File: src/rtl/gpstb_sampler_pkg.sv
// Shared definitions for the GPS clock test-bench status sampler.
//   state_t            : sequencer states
//   GPSTB_ADDR_FIRST/LAST   : first and last status register read per record
//   GPSTB_ADDR_HALT/RELEASE : registers whose read freezes / releases the
//                             test bench's capture
//   is_release()       : true for the register that closes a record
package gpsclk_pkg;

   typedef enum logic [1:0] {
      IDLE,
      REQ,
      WAIT,
      PUSH
   } state_t;

   localparam logic [2:0] GPSTB_ADDR_FIRST   = 3'd1;
   localparam logic [2:0] GPSTB_ADDR_LAST    = 3'd7;
   localparam logic [2:0] GPSTB_ADDR_HALT    = 3'd1;
   localparam logic [2:0] GPSTB_ADDR_RELEASE = 3'd7;

   function automatic logic is_release(input logic [2:0] addr);
      return addr == GPSTB_ADDR_RELEASE;
   endfunction

endpackage

File: src/rtl/gpstb_sampler_if.sv
// Wishbone link between the sampler (master) and the GPS clock test bench
// status port (slave). Signal names are as seen from the master side.
//   o_wb_cyc/stb/we/addr/data : master -> slave request
//   i_wb_ack/stall/data       : slave -> master response
interface gpstb_sampler_if #(
   parameter int DW = 32
);
   logic          o_wb_cyc;
   logic          o_wb_stb;
   logic          o_wb_we;
   logic [2:0]    o_wb_addr;
   logic [DW-1:0] o_wb_data;
   logic          i_wb_ack;
   logic          i_wb_stall;
   logic [DW-1:0] i_wb_data;

   modport master (
      output o_wb_cyc, o_wb_stb, o_wb_we, o_wb_addr, o_wb_data,
      input  i_wb_ack, i_wb_stall, i_wb_data
   );

   modport slave (
      input  o_wb_cyc, o_wb_stb, o_wb_we, o_wb_addr, o_wb_data,
      output i_wb_ack, i_wb_stall, i_wb_data
   );
endinterface

File: src/rtl/gpstb_sampler_sat_counter.sv
// Saturating up-counter.
//   i_clk, i_areset_n : clock, asynchronous active-low reset
//   i_inc             : count one event this cycle
//   o_count           : event count, sticks at all-ones
module sat_counter #(
   parameter int W = 8
) (
   input  logic         i_clk,
   input  logic         i_areset_n,
   input  logic         i_inc,
   output logic [W-1:0] o_count
);

   always_ff @(posedge i_clk or negedge i_areset_n) begin
      if (!i_areset_n) begin
         o_count <= '0;
      end else if (i_inc && (o_count != {W{1'b1}})) begin
         o_count <= o_count + 1'b1;
      end
   end

endmodule

File: src/rtl/gpstb_sampler.sv
// Wishbone-master sequencer that drains the GPS clock test-bench status
// registers 1..7 once per local PPS and forwards each word on a
// valid/ready stream. Reading register 1 freezes the test bench's
// capture, reading register 7 releases it.
//   i_clk, i_areset_n : clock, asynchronous active-low reset
//   i_trigger         : one-cycle PPS pulse starting a record
//   i_enable          : gate for new triggers
//   wb                : Wishbone master port (cyc held for the whole record)
//   o_valid/o_data/o_idx/o_last, i_ready : output stream, o_last on idx 7
//   o_busy            : record in progress
//   o_abort           : one-cycle pulse when an ack never arrives
//   o_overrun         : saturating count of triggers dropped while busy
module gpstb_sampler
   import gpsclk_pkg::*;
#(
   parameter int DW      = 32,
   parameter int TIMEOUT = 15,   // must be >= 1
   parameter int OVW     = 8
) (
   input  logic            i_clk,
   input  logic            i_areset_n,
   input  logic            i_trigger,
   input  logic            i_enable,
   gpstb_sampler_if.master wb,
   output logic            o_valid,
   output logic [DW-1:0]   o_data,
   output logic [2:0]      o_idx,
   output logic            o_last,
   input  logic            i_ready,
   output logic            o_busy,
   output logic            o_abort,
   output logic [OVW-1:0]  o_overrun
);

   localparam int            TW       = $clog2(TIMEOUT + 1);
   localparam logic [TW-1:0] TMO_LOAD = TW'(TIMEOUT);

   state_t        state;
   logic [2:0]    addr;
   logic [TW-1:0] tmo_cnt;
   logic          start;
   logic          drop;

   // Enabled triggers start a record only from IDLE; any other enabled
   // trigger (including one coincident with the final accept) is dropped.
   assign start = i_trigger && i_enable && (state == IDLE);
   assign drop  = i_trigger && i_enable && (state != IDLE);

   assign wb.o_wb_we   = 1'b0;
   assign wb.o_wb_data = '0;

   // NOTE: every register below is assigned with <= so all of them update
   // from the same pre-edge values; mixing in = would make the result
   // depend on statement order.
   always_ff @(posedge i_clk or negedge i_areset_n) begin
      if (!i_areset_n) begin
         state        <= IDLE;
         addr         <= GPSTB_ADDR_FIRST;
         tmo_cnt      <= '0;
         wb.o_wb_cyc  <= 1'b0;
         wb.o_wb_stb  <= 1'b0;
         wb.o_wb_addr <= '0;
         o_valid      <= 1'b0;
         o_data       <= '0;
         o_idx        <= '0;
         o_last       <= 1'b0;
         o_busy       <= 1'b0;
         o_abort      <= 1'b0;
      end else begin
         o_abort <= 1'b0;
         case (state)
            IDLE: begin
               if (start) begin
                  // First read freezes the test bench capture.
                  addr         <= GPSTB_ADDR_HALT;
                  wb.o_wb_addr <= GPSTB_ADDR_HALT;
                  wb.o_wb_cyc  <= 1'b1;
                  wb.o_wb_stb  <= 1'b1;
                  o_busy       <= 1'b1;
                  state        <= REQ;
               end
            end

            REQ: begin
               // stb is always high here, so acceptance is just !stall.
               if (!wb.i_wb_stall) begin
                  wb.o_wb_stb <= 1'b0;
                  tmo_cnt     <= TMO_LOAD;
                  state       <= WAIT;
               end
            end

            WAIT: begin
               if (wb.i_wb_ack) begin
                  o_data  <= wb.i_wb_data;
                  o_idx   <= addr;
                  o_last  <= is_release(addr);
                  o_valid <= 1'b1;
                  state   <= PUSH;
               end else if (tmo_cnt == TW'(1)) begin
                  // Counter would reach zero: TIMEOUT cycles after
                  // acceptance have passed without an ack.
                  wb.o_wb_cyc <= 1'b0;
                  o_abort     <= 1'b1;
                  o_busy      <= 1'b0;
                  addr        <= GPSTB_ADDR_FIRST;
                  state       <= IDLE;
               end else begin
                  tmo_cnt <= tmo_cnt - 1'b1;
               end
            end

            PUSH: begin
               if (i_ready) begin
                  o_valid <= 1'b0;
                  o_last  <= 1'b0;
                  if (addr == GPSTB_ADDR_LAST) begin
                     wb.o_wb_cyc <= 1'b0;
                     o_busy      <= 1'b0;
                     addr        <= GPSTB_ADDR_FIRST;
                     state       <= IDLE;
                  end else begin
                     addr         <= addr + 3'd1;
                     wb.o_wb_addr <= addr + 3'd1;
                     wb.o_wb_stb  <= 1'b1;
                     state        <= REQ;
                  end
               end
            end

            default: state <= IDLE;
         endcase
      end
   end

   sat_counter #(
      .W (OVW)
   ) u_overrun (
      .i_clk      (i_clk),
      .i_areset_n (i_areset_n),
      .i_inc      (drop),
      .o_count    (o_overrun)
   );

endmodule

File: src/flat_wrapper.sv
// flat-port wrapper written by rule: the top's interface ports become plain ports
module gpstb_sampler_flat import gpsclk_pkg::*;
#(
   parameter int DW      = 32,
   parameter int TIMEOUT = 15,                  
   parameter int OVW     = 8
)
  (i_clk, i_areset_n, i_trigger, i_enable, o_valid, o_data, o_idx, o_last, i_ready, o_busy, o_abort, o_overrun, wb_o_wb_cyc, wb_o_wb_stb, wb_o_wb_we, wb_o_wb_addr, wb_o_wb_data, wb_i_wb_ack, wb_i_wb_stall, wb_i_wb_data);
  gpstb_sampler_if #(.DW(DW)) wb_i ();
  input  logic i_clk;
  input  logic i_areset_n;
  input  logic i_trigger;
  input  logic i_enable;
  output logic o_valid;
  output logic [DW-1:0] o_data;
  output logic [2:0] o_idx;
  output logic o_last;
  input  logic i_ready;
  output logic o_busy;
  output logic o_abort;
  output logic [OVW-1:0] o_overrun;
  output wire logic [$bits(wb_i.o_wb_cyc)-1:0] wb_o_wb_cyc;
  output wire logic [$bits(wb_i.o_wb_stb)-1:0] wb_o_wb_stb;
  output wire logic [$bits(wb_i.o_wb_we)-1:0] wb_o_wb_we;
  output wire logic [$bits(wb_i.o_wb_addr)-1:0] wb_o_wb_addr;
  output wire logic [$bits(wb_i.o_wb_data)-1:0] wb_o_wb_data;
  input wire logic [$bits(wb_i.i_wb_ack)-1:0] wb_i_wb_ack;
  input wire logic [$bits(wb_i.i_wb_stall)-1:0] wb_i_wb_stall;
  input wire logic [$bits(wb_i.i_wb_data)-1:0] wb_i_wb_data;
  assign wb_o_wb_cyc = wb_i.o_wb_cyc;
  assign wb_o_wb_stb = wb_i.o_wb_stb;
  assign wb_o_wb_we = wb_i.o_wb_we;
  assign wb_o_wb_addr = wb_i.o_wb_addr;
  assign wb_o_wb_data = wb_i.o_wb_data;
  assign wb_i.i_wb_ack = wb_i_wb_ack;
  assign wb_i.i_wb_stall = wb_i_wb_stall;
  assign wb_i.i_wb_data = wb_i_wb_data;
  gpstb_sampler #(.DW(DW), .TIMEOUT(TIMEOUT), .OVW(OVW)) u_core (.i_clk(i_clk), .i_areset_n(i_areset_n), .i_trigger(i_trigger), .i_enable(i_enable), .wb(wb_i), .o_valid(o_valid), .o_data(o_data), .o_idx(o_idx), .o_last(o_last), .i_ready(i_ready), .o_busy(o_busy), .o_abort(o_abort), .o_overrun(o_overrun));
endmodule
File: config.mk
export PLATFORM = sky130hd
export DESIGN_NAME = gpstb_sampler_flat
export DESIGN_NICKNAME = d
export VERILOG_FILES = /design/src/rtl/gpstb_sampler_pkg.sv /design/src/rtl/gpstb_sampler_if.sv /design/src/rtl/gpstb_sampler_sat_counter.sv /design/src/rtl/gpstb_sampler.sv /design/src/flat_wrapper.sv
export SDC_FILE = /design/constraint.sdc
export NUM_CORES = 1
export LEC_CHECK = 0
export CORE_MARGIN = 2
export CORE_UTILIZATION = 42
export DETAILED_ROUTE_END_ITERATION = 12
export PLACE_DENSITY = 0.91
export SYNTH_ARGS = -nofsm -noshare
export SYNTH_HDL_FRONTEND = slang
export SYNTH_SLANG_ARGS = --single-unit
File: constraint.sdc
create_clock -name i_clk -period 2.5 [get_ports i_clk]
set_input_delay 0.75 -clock i_clk [delete_from_list [all_inputs] [get_ports i_clk]]
set_output_delay 0.75 -clock i_clk [all_outputs]
set_load 0.03 [all_outputs]
==> reports/metrics.yaml <==
drt:
  drt-initial-drc-count: 62
  wl_per_cell_um: 14.2
  drtPass1Iterations: 4
  vias: 1985
  drc_errors: 0
  route.met2.wl_mm: 3.04
  vias_per_cell: 4.87
  wl_met1_mm: 2.37
  ant_nets: 0
  wl_mm: 5.79
  wl_met3_um: 308
  top_layer: "met4"
layout:
  finalInstanceArea_um2: 3930
  fill_cells: 555
  antenna_cells: 0
  areaGrowthSynthToFinish_pct: 36.8
  final_cell_count_no_fill: 408
  fin_nets: 369
  drive_above_1_share_pct: 21.0
power:
  power.internal_w: 0.00296
  comb_power_share_pct: 50.3
  net-switching-power_w: 0.00198
  power_w: 0.00494
  peakVddDrop_mv: 0.595
  clkPwrFrac_pct: 15.3
  leakage_nw: 1.74
  power_density_nw_per_um2: 1260
  pwr-share-seq_pct: 34.4
  switching_share_pct: 40.0
setup_path:
  crit_end: "u_core.addr[1]"
  cpMaxStageDelayCell: "or4b_4"
  path_buf_inv: 1
  r2r_cells: 5
  cp_max_fo: 3
  worstSetupEndpointType: "register"
  r2r_start: "u_core.tmo_cnt[1]"
  cp-startpoint: "wb_i_wb_ack"
  required_ns: 2.71
  arrival_ns: 2.48
  path_depth: 4
  critical_path.max_stage_delay_ns: 0.57
  critPathTopFamily: "simple AND/OR/NAND/NOR gates"
  cp_cell_sequence: "clkdlybuf4s50_1 > or4b_4 > a221oi_4 > mux2_4"
  worstSetupStartpointType: "input port"
  critical_path_class: "input port to register"
  reg2reg_slack_ns: 0.50
  rr_endpoint: "u_core.addr[1]"
global_routing:
  first_global_vias: 1947
  grt_usage_pct: 15.5
  antenna_found_initial: 0
  grt_pass1_wl_mm: 9.08
  grt_max_degree: 43
  grt-ovfl-total: 0
clock_network:
  numCtsBuffers: 9
  clock_path_buffers: 2
  cts_hold_buf: 0
  cts-resized-gates: 0
  cts_sinks: 60
  post_cts_buffers: 0
  htreeDepth: 3
  cts_tree: "done"
  cts.clk_slew.worst_paths_ns: 0.06
  cts-root-buf: "clkbuf_8"
  clock_latency_ns: 0.32
synthesis:
  ys_warn_count: 0
  synth-seq-area-share_pct: 52.4
  yosysUniqueCellTypes: 44
  avgSynthCellArea_um2: 12.6
  synth_seq_cells: 60
  syn-cell-area_um2: 2870
  synth_edf_count: 0
  synth_flop_cell: "dfrtp_1"
  synthesis.instances: 228
  ys_async_sr_fraction_pct: 100
place:
  dp_slack_ns: -0.112
  place_inst: 393
  place_area_um2: 3760
  hpwl_mm: 4.26
  numPortBuffers: 90
  gp_congestion: 0.795
worst_hold_path:
  min_path_type: "input port to async pin"
floorplanning:
  io_pins: 124
  die_w_um: 86.7
  die_h_um: 86.7
  fp-row-count: 30
  start_util_pct: 42.7
  fp.dieArea_um2: 7510
  core_um2: 6720
status:
  status: "completed"
timing:
  rsz0062_at_grt: "false"
  tightest_slew_ns: 0.543
  finalHoldViolations: 0
  slew_headroom_pct: 63.8
  setup_viol: 0
  setup_slack_ns: 0.233
  min_period_over_period_pct: 90.7
  min_period_ns: 2.27
  setup_tns_ns: 0
  clock.fmax_mhz: 441
  fin_skew_ns: 0.00787
  report.final.slew_viol_count: 0
job:
  max_cap_viol_count: 0
==> through the flow <==
step           utilization, %  hold slack [ns]
2_1_floorplan               -            0.454
3_3_place_gp             55.9            0.462
3_5_place_dp             55.9            0.474
4_1_cts                  58.4            0.383
5_1_grt                  58.4            0.404
6_report                 58.4            0.375
==> cells in the final DEF, fill, tap and decap left out, types with 2 or more instances in the layout <==
cell and n:
nor2_1 2, clkdlybuf4s50_1 89, dfrtp_1 59, nand4_1 2, o21ai_0 5, a21oi_1 2, mux2_4 2, nand2_1 8
buf_12 2, nand3b_1 2, nand2b_1 2, inv_1 8, o211ai_1 2, nor3_1 2, nor2b_1 2, conb_1 33
nand3_1 4, a31oi_1 5, xnor2_1 4, clkbuf_1 2, ha_1 6, mux2_2 41, buf_4 3, a211oi_1 3
clkbuf_8 11, clkinv_2 2, nor3b_1 2, and3_1 3
==> sequential cells by signal (all words and copies together), names as in the netlist <==
signal                    flops
u_core.addr                   3
u_core.o_busy                 1
u_core.o_valid                1
u_core.wb.o_wb_stb            1
u_core.state                  2
u_core.wb.o_wb_addr           3
u_core.o_data                32
u_core.u_overrun.o_count      8
u_core.tmo_cnt                4
u_core.o_last                 1
u_core.o_idx                  3
u_core.o_abort                1
==> power by group through the flow <==
stage / Combinational [W] / Clock [W] / Sequential (W)
global placement: 0.00245 / 0 / 0.00169
floorplan: 0.000888 / 0 / 0.00236
finish: 0.00248 / 0.000754 / 0.00170
CTS: 0.00251 / 0.000782 / 0.00170
global route: 0.00262 / 0.000830 / 0.00176
detailed placement: 0.00251 / 0 / 0.00172
==> per-layer routing <==
layer | track usage (%) | vias to the layer above
li1 | - | 931
met1 | 17.9 | 968
met2 | 26.9 | 78
met3 | 4.29 | 8
met4 | 6.68 | 0
met5 | 0 | -
==> worst min-delay path by stage <==
stage | start | endpoint | slack (ns) | depth (start not counted)
finish | i_areset_n | u_core.tmo_cnt[0] | 0.38 | 1
global route | i_areset_n | u_core.tmo_cnt[1] | 0.40 | 1
CTS | i_areset_n | u_core.tmo_cnt[1] | 0.38 | 1
detailed placement | u_core.o_valid | u_core.o_valid | 0.47 | 2
global placement | u_core.o_valid | u_core.o_valid | 0.46 | 2
floorplan | i_areset_n | u_core.addr[1] | 0.45 | 0
==> synth_stat cells (all sizes together), types with 2 or more instances <==
master | count | area share (%)
nor2 | 2 | 0.26
ha | 6 | 2.6
mux2 | 43 | 17
dfrtp | 59 | 51
o211ai | 2 | 0.52
a31oi | 5 | 1.1
a21oi | 2 | 0.35
a211oi | 3 | 0.78
nor3 | 2 | 0.35
nand3b | 2 | 0.52
clkbuf | 3 | 0.39
inv | 8 | 1.0
nand2 | 8 | 1.0
nand2b | 2 | 0.44
xnor2 | 4 | 1.2
o21ai | 5 | 0.87
nor3b | 3 | 0.96
nand4 | 2 | 0.44
nand3 | 4 | 0.70
and3 | 3 | 0.65
buf | 39 | 9.8
nor2b | 2 | 0.44
==> cells by family after synthesis <==
family / share of synthesized area, %
adders and majority gates: 2.62
other: 0.131
muxes: 17.1
and+or+nand+nor: 7.37
buffers and inverters: 11.2
xor gates and xnor gates: 1.22
DFF: 52.4
AOI/OAI and AO/OA: 7.94
==> final cells by class <==
cell class,count,area (um2),area share [%]
multi-input combinational,150,1160,29.7
inverter,8,30.0,0.765
clock inverter,2,10.0,0.255
tap,80,100,2.55
clock buffer,13,159,4.05
timing repair buffer,95,958,24.4
sequential,60,1500,38.3
Power figures use the tool's default switching activity.
